File: src/rtl/wbs_reg_bridge.sv
// wbs_reg_bridge: single-beat Wishbone slave to simple register-bus bridge.
// An in-window access (wbs_adr_i[31:11] == BASE_HI) is forwarded to the
// register bus and completed with wbs_ack_o. An out-of-window access is
// answered with wbs_err_o on the next cycle and never reaches the register bus.
// Optional feature macro: WBS_REG_TIMEOUT_EN bounds the register-bus wait to
// TMO_CYC cycles and answers an expired wait with wbs_err_o.
module wbs_reg_bridge #(
  parameter logic [20:0] BASE_HI = 21'h0,
  parameter logic [15:0] TMO_CYC = 16'd255
) (
  input  logic        app_clk,
  input  logic        reset_ssn,
  input  logic        wbs_cyc_i,
  input  logic        wbs_stb_i,
  input  logic [31:0] wbs_adr_i,
  input  logic        wbs_we_i,
  input  logic [31:0] wbs_dat_i,
  input  logic [3:0]  wbs_sel_i,
  output logic [31:0] wbs_dat_o,
  output logic        wbs_ack_o,
  output logic        wbs_err_o,
  output logic        reg_cs,
  output logic        reg_wr,
  output logic [10:0] reg_addr,
  output logic [31:0] reg_wdata,
  output logic [3:0]  reg_be,
  input  logic [31:0] reg_rdata,
  input  logic        reg_ack
);

  typedef enum logic [1:0] {
    IDLE = 2'd0,
    REQ  = 2'd1,
    WAIT = 2'd2,
    RESP = 2'd3
  } state_t;

  state_t      r_state;
  state_t      w_state_nxt;

  logic        r_cs;
  logic        r_wr;
  logic [10:0] r_addr;
  logic [31:0] r_wdata;
  logic [3:0]  r_be;
  logic [31:0] r_dat;
  logic        r_ack;
  logic        r_err;
  // Set when the master abandons the cycle mid-transaction; the register-bus
  // access still runs to completion but its response is swallowed.
  logic        r_abort;

  logic        w_req;
  logic        w_in_win;
  logic        w_capture;
  logic        w_cs_nxt;
  logic        w_ack_nxt;
  logic        w_err_nxt;
  logic        w_dat_ld;
  logic [31:0] w_dat_nxt;
  logic        w_abort_nxt;
  logic        w_abort_now;

`ifdef WBS_REG_TIMEOUT_EN
  logic [15:0] r_tmo_cnt;
  logic        w_tmo_clr;
  logic        w_tmo_inc;
  logic        w_tmo_hit;
`endif

  assign w_req       = wbs_cyc_i & wbs_stb_i;
  assign w_in_win    = (wbs_adr_i[31:11] == BASE_HI);
  assign w_abort_now = r_abort | ~wbs_cyc_i;

`ifdef WBS_REG_TIMEOUT_EN
  // Expiry is taken on the edge that would move the count to TMO_CYC.
  assign w_tmo_hit = (r_tmo_cnt == (TMO_CYC - 16'd1));
`endif

  // State register.
  always_ff @(posedge app_clk or negedge reset_ssn) begin
    if (!reset_ssn) begin
      r_state <= IDLE;
    end else begin
      r_state <= w_state_nxt;
    end
  end

  // Next-state and control decode.
  always_comb begin
    w_state_nxt = r_state;
    w_capture   = 1'b0;
    w_cs_nxt    = r_cs;
    w_ack_nxt   = 1'b0;
    w_err_nxt   = 1'b0;
    w_dat_ld    = 1'b0;
    w_dat_nxt   = '0;
    w_abort_nxt = r_abort;
`ifdef WBS_REG_TIMEOUT_EN
    w_tmo_clr   = 1'b0;
    w_tmo_inc   = 1'b0;
`endif
    case (r_state)
      IDLE: begin
        if (w_req) begin
          w_capture   = 1'b1;
          w_abort_nxt = 1'b0;
          if (w_in_win) begin
            w_state_nxt = REQ;
`ifdef WBS_REG_TIMEOUT_EN
            w_tmo_clr   = 1'b1;
`endif
          end else begin
            w_state_nxt = RESP;
            w_err_nxt   = 1'b1;
            w_dat_ld    = 1'b1;
            w_dat_nxt   = '0;
          end
        end
      end
      REQ: begin
        w_state_nxt = WAIT;
        w_cs_nxt    = 1'b1;
        w_abort_nxt = w_abort_now;
      end
      WAIT: begin
        w_abort_nxt = w_abort_now;
        if (reg_ack) begin
          // reg_ack beats a coincident timeout expiry.
          w_state_nxt = RESP;
          w_cs_nxt    = 1'b0;
          w_ack_nxt   = ~w_abort_now;
          w_dat_ld    = 1'b1;
          w_dat_nxt   = r_wr ? 32'h0 : reg_rdata;
`ifdef WBS_REG_TIMEOUT_EN
        end else if (w_tmo_hit) begin
          w_state_nxt = RESP;
          w_cs_nxt    = 1'b0;
          w_err_nxt   = ~w_abort_now;
          w_dat_ld    = 1'b1;
          w_dat_nxt   = '0;
        end else begin
          w_tmo_inc   = 1'b1;
`endif
        end
      end
      RESP: begin
        w_state_nxt = IDLE;
      end
      default: begin
        w_state_nxt = IDLE;
      end
    endcase
  end

  // Register-bus request fields, captured once per accepted access.
  always_ff @(posedge app_clk or negedge reset_ssn) begin
    if (!reset_ssn) begin
      r_addr  <= '0;
      r_wr    <= 1'b0;
      r_wdata <= '0;
      r_be    <= 4'h0;
    end else if (w_capture) begin
      r_addr  <= wbs_adr_i[10:0];
      r_wr    <= wbs_we_i;
      r_wdata <= wbs_dat_i;
      r_be    <= wbs_sel_i;
    end
  end

  // Registered handshake outputs and abort tracking.
  always_ff @(posedge app_clk or negedge reset_ssn) begin
    if (!reset_ssn) begin
      r_cs    <= 1'b0;
      r_ack   <= 1'b0;
      r_err   <= 1'b0;
      r_abort <= 1'b0;
    end else begin
      r_cs    <= w_cs_nxt;
      r_ack   <= w_ack_nxt;
      r_err   <= w_err_nxt;
      r_abort <= w_abort_nxt;
    end
  end

  // Read data returned to the Wishbone master.
  always_ff @(posedge app_clk or negedge reset_ssn) begin
    if (!reset_ssn) begin
      r_dat <= '0;
    end else if (w_dat_ld) begin
      r_dat <= w_dat_nxt;
    end
  end

`ifdef WBS_REG_TIMEOUT_EN
  // Register-bus wait counter.
  always_ff @(posedge app_clk or negedge reset_ssn) begin
    if (!reset_ssn) begin
      r_tmo_cnt <= '0;
    end else if (w_tmo_clr) begin
      r_tmo_cnt <= '0;
    end else if (w_tmo_inc) begin
      r_tmo_cnt <= r_tmo_cnt + 16'd1;
    end
  end
`endif

  assign reg_cs    = r_cs;
  assign reg_wr    = r_wr;
  assign reg_addr  = r_addr;
  assign reg_wdata = r_wdata;
  assign reg_be    = r_be;
  assign wbs_dat_o = r_dat;
  assign wbs_ack_o = r_ack;
  assign wbs_err_o = r_err;

endmodule

File: config.mk
export PLATFORM = sky130hd
export DESIGN_NAME = wbs_reg_bridge
export DESIGN_NICKNAME = d
export VERILOG_FILES = /design/src/rtl/wbs_reg_bridge.sv
export SDC_FILE = /design/constraint.sdc
export NUM_CORES = 1
export LEC_CHECK = 0
export CAP_MARGIN = 10
export CORE_AREA = 2 2 100 102
export DETAILED_ROUTE_END_ITERATION = 6
export DIE_AREA = 0 0 102 104
export PLACE_DENSITY = 0.79
export SLEW_MARGIN = 40
export SYNTH_ARGS = -nofsm -noshare
export SYNTH_HDL_FRONTEND = slang
export SYNTH_SLANG_ARGS = --single-unit
export TNS_END_PERCENT = 10
File: constraint.sdc
create_clock -name app_clk -period 4.5 [get_ports app_clk]
set_input_delay 0.9 -clock app_clk [delete_from_list [all_inputs] [get_ports app_clk]]
set_output_delay 0.9 -clock app_clk [all_outputs]
set_load 0.01 [all_outputs]
==> metrics <==
commonest non-fill, non-tap cells in the layout clkdlybuf4s50_1 (187), dfrtp_1 (86), mux2_2 (48); CTS tree done; Antenna Nets Post-Route 0; post-synthesis sequential area ratio 57.54%; top layer reached by signal wires met4; CTS Buf Count 9; flip-flop and latch area 2152 sq um; mapped cell area 3740 sq um; crit path launch type input port; Resized cells post-CTS 0; GRT overflow 0; min-delay src r_abort; yosys warns 0; final wirelength 9350 um; Worst EP arrival 2.72 ns; Mapped Cells 280; DRT met1 WL 3581 um; root buffer cell clkbuf_8; setup bufs post-CTS 0; VDD IR-drop max 0.0003335 V; Clock Tree Buf Depth 2; crit end category flop; multi-input logic area 1371 sq um; Tot GR Track Use 18.62%; die outline width 102 um; post-layout min period 2.499 ns; share of post-route cells with drive strength above 1 21.96%; r2r startpoint r_state[0]; Fmax 400.2 MHz; Die Ht 104 um; First-pass DRT Iterations 4; hold_buf cts 0; max-cap violations 0; syn_area_per_cell 13.36 sq um; initial antenna violation count 0; Layout Nets 574; CTS Sinks 86; worst slack, placed 1.614 ns; worst skew pair latency 0.36 ns; Sum Neg Setup Slack 0 ns; core outline area 9549 sq um; number of I/O pins 189; die area 10610 sq um; antenna cells 0; RSZ-0062 raised after global routing no; CP startpoint wbs_adr_i[21]; Area Growth Syn to Fin 59.25%; met2 WL 4808 um; Fillers 783; library cells used by synthesis 26; worst-path maximum fanout 18; outcome complete, no violations; worst min-delay path category reg -> reg; ys async rst share 100.0%; Synthesized Nets 389; final setup violation count 0; # DRC 0; global-route wire length before repair 15280 um; row count 36; Rel. slew slack 51.33%; drt via density 4.739; DP Wirelength 6892 um; vias in the first global route 3102; initial DRC count 107; Final Max Slew Viols 0; commonest non-fill, non-tap cell in the layout clkdlybuf4s50_1; worst path required time 4.72 ns; Primary FF master, synth dfrtp_1; number of synthesized flops with an enable pin 0; final hold slack 0.4655 ns; Least-Margin Pin Slew 0.7284 ns; clock skew 0.008678 ns; met3 wire length 858 um; PnR worst setup slack 2.001 ns; routability congestion estimate 0.7314; power density over the cells 582.6 nW/um^2; Tcrit/Tclk final 55.53%; Initial Util 39.16%; Yosys reg bits 86; wire per inst 15.53 um; Reg clk slew, reported paths 0.08 ns; final hold vios 0; type of the worst setup path in -> reg; Pleak 2.550 nW; CTS HTree Levels 3; largest net degree at the start of global routing 87; I/O Buffers 188; via count 2853
## synthesized netlist by cell type, types with 2 or more instances
library cell,instances,area [sq um]
clkbuf_1,5,18.77
nor4_1,3,18.77
o21ai_0,2,10.01
a21oi_1,3,15.01
o32ai_2,29,471.7
o32ai_1,3,26.28
nand2_1,35,131.4
mux2_2,48,540.5
ha_1,3,37.54
buf_6,3,33.78
buf_1,5,18.77
dfrtp_1,86,2152
buf_2,6,30.03
o22ai_1,2,12.51
inv_1,36,135.1
## critical path, stage by stage
cell	delay, ns
clkdlybuf4s50_1	0.47
nor4_1	0.05
and4_1	0.25
a21oi_4	0.62
buf_4	0.33
o32ai_1	0.10
## power breakdown
group	switching [W]	total [W]	internal, W
Combinational	0.000684	0.00164	0.000952
Sequential	0.000165	0.00127	0.00110
Clock	0.000270	0.000568	0.000298
## path summary, 6_finish.rpt
path                                 end  cells past startpoint  slack (ns)
max in group asynchronous  reg_wdata[15]                      1        3.45
min                            wbs_ack_o                      1        0.47
min reg2reg                    wbs_ack_o                      1        0.47
min in group asynchronous  wbs_dat_o[10]                      1        0.59
max reg2reg                 wbs_dat_o[0]                      6        2.41
max                         wbs_dat_o[0]                      6        2.00
## routing by layer
layer  up-vias  GRT usage, %
met4         0         5.714
met3         9         6.989
met2       120         30.87
met5         -             0
li1       1334             -
met1      1390         22.32
## layout make-up
type	count	share of cell area, %
Clock buffer	12	2.773
Clock inverter	3	0.7143
Inverter	36	2.269
Multi-Input combinational cell	139	23.03
Sequential cell	86	36.13
Tap cell	133	2.794
Timing Repair Buffer	193	32.29
## registers in the layout, indices dropped and copies added, names as in the netlist
register	flops
r_abort	1
r_state	2
reg_addr	11
reg_be	4
reg_cs	1
reg_wdata	32
reg_wr	1
wbs_ack_o	1
wbs_dat_o	32
wbs_err_o	1
## kinds of logic (layout without fill, tap and decap cells)
group | count (synthesis) | after routing | synth area share, %
buf+inv | 55 | 244 | 6.323
mux | 48 | 48 | 14.45
compound gates | 41 | 41 | 14.79
flops | 86 | 86 | 57.54
fa+ha+maj | 3 | 3 | 1.004
simple gates | 47 | 47 | 5.888
## per-stage QoR
stage                     total power, W  instances  area (sq um)  utilization, %
after floorplan                 0.002051        280          3740               -
after global placement          0.002871        587          5737           60.08
after detailed placement        0.002936        587          5741           60.12
after CTS                       0.003515        602          5948           62.29
after global routing            0.003694        602          5956           62.37
final                           0.003470        602          5956           62.37
No activity file was read; power rests on OpenSTA's default activity.
